==> config.mk <==
export PLATFORM = sky130hd
export DESIGN_NAME = serial_subtractor
export DESIGN_NICKNAME = d
export VERILOG_FILES = /design/src/rtl/serial_subtractor.sv
export SDC_FILE = /design/constraint.sdc
export NUM_CORES = 1
export LEC_CHECK = 0
export ABC_AREA = 1
export CORE_UTILIZATION = 50
export CTS_BUF_LIST = sky130_fd_sc_hd__clkbuf_8 sky130_fd_sc_hd__clkbuf_16
export CTS_CLUSTER_DIAMETER = 200
export DETAILED_ROUTE_END_ITERATION = 12
export HOLD_SLACK_MARGIN = 0.08
export PLACE_DENSITY_LB_ADDON = 0.05
export SETUP_SLACK_MARGIN = 0.02
export SKIP_CTS_REPAIR_TIMING = 1
export SLEW_MARGIN = 5
export SYNTH_ARGS = -nofsm -noshare
export SYNTH_HDL_FRONTEND = slang
export SYNTH_SLANG_ARGS = --single-unit
==> constraint.sdc <==
create_clock -name clk -period 1.8 [get_ports clk]
set_input_delay 0.36 -clock clk [delete_from_list [all_inputs] [get_ports clk]]
set_output_delay 0.36 -clock clk [all_outputs]
set_load 0.02 [all_outputs]
==> src/rtl/serial_subtractor.sv <==
// Bit-serial full subtractor, LSB first, valid/ready on both sides.
// Optional SERIAL_SUB_OVF_EN adds the two's-complement ovf output.
module serial_subtractor #(
  parameter int WIDTH = 8
) (
  input  logic             clk,
  input  logic             rst_n,
  input  logic             in_valid,
  output logic             in_ready,
  input  logic [WIDTH-1:0] a,
  input  logic [WIDTH-1:0] b,
  input  logic             bin,
  output logic             out_valid,
  input  logic             out_ready,
  output logic [WIDTH-1:0] diff,
`ifdef SERIAL_SUB_OVF_EN
  output logic             ovf,
`endif
  output logic             bout
);

  localparam int CW = $clog2(WIDTH);

  typedef enum logic [1:0] {
    IDLE,
    BUSY,
    DONE
  } state_t;

  state_t r_state;
  state_t w_next;

  logic [WIDTH-1:0] r_a;
  logic [WIDTH-1:0] r_b;
  logic [WIDTH-1:0] r_acc;
  logic [WIDTH-1:0] r_diff;
  logic [CW-1:0]    r_cnt;
  logic             r_br;
  logic             r_bout;
  logic             w_ai;
  logic             w_bi;
  logic             w_d;
  logic             w_br_nx;
  logic             w_last;
`ifdef SERIAL_SUB_OVF_EN
  logic             r_ovf;
`endif

  assign w_ai    = r_a[0];
  assign w_bi    = r_b[0];
  assign w_d     = w_ai ^ w_bi ^ r_br;
  assign w_br_nx = (~w_ai & w_bi) | (~(w_ai ^ w_bi) & r_br);
  assign w_last  = (r_cnt == CW'(WIDTH - 1));

  assign in_ready  = (r_state == IDLE);
  assign out_valid = (r_state == DONE);
  assign diff      = r_diff;
  assign bout      = r_bout;
`ifdef SERIAL_SUB_OVF_EN
  assign ovf       = r_ovf;
`endif

  always_ff @(posedge clk or negedge rst_n) begin
    if (!rst_n) begin
      r_state <= IDLE;
    end else begin
      r_state <= w_next;
    end
  end

  always_comb begin
    w_next = r_state;
    unique case (r_state)
      IDLE: if (in_valid) w_next = BUSY;
      BUSY: if (w_last) w_next = DONE;
      DONE: if (out_ready) w_next = IDLE;
      default: w_next = IDLE;
    endcase
  end

  // Operands shift right so the active bit is always at index 0;
  // result bits shift in from the MSB side.
  always_ff @(posedge clk or negedge rst_n) begin
    if (!rst_n) begin
      r_a    <= '0;
      r_b    <= '0;
      r_acc  <= '0;
      r_diff <= '0;
      r_cnt  <= '0;
      r_br   <= 1'b0;
      r_bout <= 1'b0;
`ifdef SERIAL_SUB_OVF_EN
      r_ovf  <= 1'b0;
`endif
    end else begin
      if (r_state == IDLE && in_valid) begin
        r_a   <= a;
        r_b   <= b;
        r_br  <= bin;
        r_cnt <= '0;
      end else if (r_state == BUSY) begin
        r_a   <= r_a >> 1;
        r_b   <= r_b >> 1;
        r_br  <= w_br_nx;
        r_acc <= {w_d, r_acc[WIDTH-1:1]};
        if (w_last) begin
          r_diff <= {w_d, r_acc[WIDTH-1:1]};
          r_bout <= w_br_nx;
`ifdef SERIAL_SUB_OVF_EN
          r_ovf  <= (w_ai ^ w_bi) & (w_d ^ w_ai);
`endif
        end else begin
          r_cnt <= r_cnt + 1'b1;
        end
      end
    end
  end

endmodule

==> summary.txt <==
Route
  • First-pass DRT Iterations: 4
  • Via count: 1352
  • Routed Antenna Nets: 0
  • Vias per inst: 4.97
  • Remaining DRCs: 0
  • Avg WL per Cell: 12.5 um
  • Routed WL: 3.39 mm
  • DR iter-0 viols: 64

Setup path
  • Slowest CP cell: clkdlybuf4s50_1
  • Arrival time at the worst endpoint: 1.26 ns
  • CP Class: flip-flop to output pin
  • Crit path capture type: output pin
  • Worst-path cell chain: clkdlybuf4s50_1
  • Worst endpoint required time: 1.44 ns
  • Largest delay share family, worst path: buffers and inverters
  • Startpoint types: flip-flop
  • Largest fanout on the critical path: 2
  • Worst path bufs/invs: 1
  • Flop2flop setup slack: 0.38 ns
  • Slowest cell delay on critical path: 0.60 ns

Power
  • Clock Power Share: 22.8%
  • Max VDD drop: 0.000963 V
  • Int Pwr: 2.40 mW
  • Logic pwr share: 39.5%
  • Pwr Density: 1690 nW/um2
  • LEAKAGE: 1.15 nW
  • Flop pwr share: 37.7%
  • Total Power: 3.81 mW
  • Sw power: 1.41 mW
  • Sw Share: 37.0%

Placed design
  • Final HPWL DP: 2.34 mm
  • Post-Place Worst Slack: 0.154 ns
  • RePlAce Congestion: 0.715
  • Port bufs: 31
  • Placed Instances: 263

Timing
  • Pins over their slew limit: 0
  • Final Worst Setup Slack: 0.179 ns
  • Final hold violations: 0
  • Clock Skew: 0.00718 ns
  • Slew @ Worst Pin: 0.259 ns
  • Worst Hold Slack: 0.477 ns
  • RSZ-0062 raised after global routing: false
  • Post-route minimum period: 1.62 ns
  • FMAX: 0.617 GHz
  • Slew HR: 82.7%
  • Final setup fails: 0
  • Final worst-path cycle share: 90.0%

Clocking
  • Clock-pin slew on the worst setup and hold paths: 0.08 ns
  • CTS tree: built
  • H-tree depth: 2
  • Clk_lat worst skew: 0.30 ns
  • Root buf cell: clkbuf_8
  • CTS Buf Count: 5
  • CTS sink count: 38
  • Clock Tree Buf Depth: 2

Global routing
  • Initial antenna violation count: 0
  • Vias in the first global route: 1246
  • First-pass GRT wire length: 5.47 mm
  • Met3 GRT Util: 7.56%
  • Largest net degree at the start of global routing: 39
  • M2 GR Usage: 34.2%
  • GRT Util Overall: 20.7%
  • Grt peak-use layer: met2
  • Routing usage on met1: 24.5%
  • Global route total overflow: 0

Layout
  • Fin cells: 272
  • Antenna Cells: 0
  • Util after Layout: 67.8%
  • Highest-count cells in the layout ignoring fill and taps: nand2_1, dfrtp_1, clkdlybuf4s50_1
  • FF/Latch Area: 952 um2
  • Area of the multi-input gates: 694 um2
  • P&R area growth vs syn: 29.0%
  • Commonest non-fill, non-tap cell in the layout: nand2_1
  • Share of cells above drive strength 1: 19.5%
  • Final net count: 249
  • Fillcell total: 295

Yosys
  • Synth warn: 0
  • Mean area per synthesized cell: 9.38 um2
  • Mux cell area share after synthesis: 0%
  • Post-Synth Simple-Gate Area: 34.0%
  • Compound-gate portion of the synthesized area: 3.07%
  • Cell count after synthesis: 187
  • Post-synth top area share: 54.2%
  • Yosys reg bits: 38
  • Cell taking the most area after synthesis: dfrtp_1
  • Sequential area share after synthesis: 54.2%
  • Syn_nets: 211
  • Largest family of logic cells by synthesized area: simple AND/OR/NAND/NOR gates
  • Synth top area cells: dfrtp_1, nand2_1, nand3_1
  • Post-Synth XOR/XNOR Area: 0%
  • Synth Area in Adders: 2.57%
  • Distinct cells, synth: 21
  • Synth Cell Area: 1750 um2

Floorplan
  • Die X: 61.2 um
  • Core ar.: 3340 um2
  • Row count: 21
  • Die Footprint: 3750 um2
  • # IOs: 32
  • Chip Height: 61.2 um
  • Starting Density: 52.6%

Run
  • Max Cap Viol: 0

Hold path
  • Hold Crit Class: flip-flop to flip-flop

Status
  • Outcome: finished, final reports clean
synth_stat cells:
cell type / instances
inv_2: 2
dfrtp_1: 38
buf_4: 4
buf_12: 1
clkbuf_1: 1
nand3_1: 27
fa_1: 1
ha_1: 2
o21ai_0: 3
inv_4: 1
buf_6: 1
nand4_1: 1
inv_1: 8
nor2_1: 1
o21ai_4: 1
o31ai_1: 1
o21ai_1: 3
nor2_4: 3
nand2_1: 67
nand3_2: 9
nand2_2: 12
worst reg2reg max path: stages (launching register included):
cell and delay (ns):
dfrtp_1 0.41, ha_1 0.22, ha_1 0.21, inv_1 0.16, nand3_2 0.15, nand3_1 0.11
nand2_1 0.05
layout make-up:
type | instances | area share [%]
inverters | 11 | 1.93
flip-flops and latches | 38 | 42.1
multi-input cells | 131 | 30.7
repair buffers | 38 | 16.7
clock inverters | 3 | 3.04
clock buffers | 5 | 3.04
well taps | 46 | 2.54
power groups by stage:
| stage | registers [mW] | logic (mW) | clock network (mW) |
|---|---|---|---|
| after floorplan | 1.50 | 1.01 | 0 |
| after global placement | 1.43 | 1.46 | 0 |
| after detailed placement | 1.45 | 1.52 | 0 |
| after CTS | 1.43 | 1.53 | 0.884 |
| after global routing | 1.47 | 1.70 | 0.923 |
| final | 1.44 | 1.51 | 0.870 |
worst paths after layout:
kind / from / endpoint / cells after the start
worst min-delay path: r_acc[1] / diff[0] / 2
max in group asynchronous: rst_n / r_state[1] / 3
min in group asynchronous: rst_n / diff[7] / 3
worst max-delay path: diff[4] / diff[4] / 1
worst max register to register: r_cnt[0] / r_cnt[1] / 6
worst min register to register: r_acc[1] / diff[0] / 2
cell families (layout without fill, tap and decap cells):
family,count (synthesis),in the layout
buffers and inverters,18,57
flip-flops,38,38
AND/OR/NAND/NOR,120,120
AO/OA/AOI/OAI,8,8
adder cells (fa/ha/maj),3,3
through the flow:
stage | TNS, ns | instance area, um2
6_report | 0 | 2260
5_1_grt | 0 | 2260
4_1_cts | -0.280 | 2250
3_5_place_dp | 0 | 2110
3_3_place_gp | 0 | 2110
2_1_floorplan | 0 | 1750
routing by layer:
metal / wire, um / part of all wire [%] / up-vias
li1: - / - / 674
met1: 1480 / 44 / 636
met2: 1670 / 49 / 34
met3: 188 / 5.6 / 8
met4: 50 / 1.5 / 0
met5: 0 / 0 / -
flip-flops by register name (all words and copies together) (netlist names):
name	count
diff	8
r_acc	7
r_br	1
r_state	2
r_a	8
bout	1
r_cnt	3
r_b	8
(Power assumes the default switching activity.)
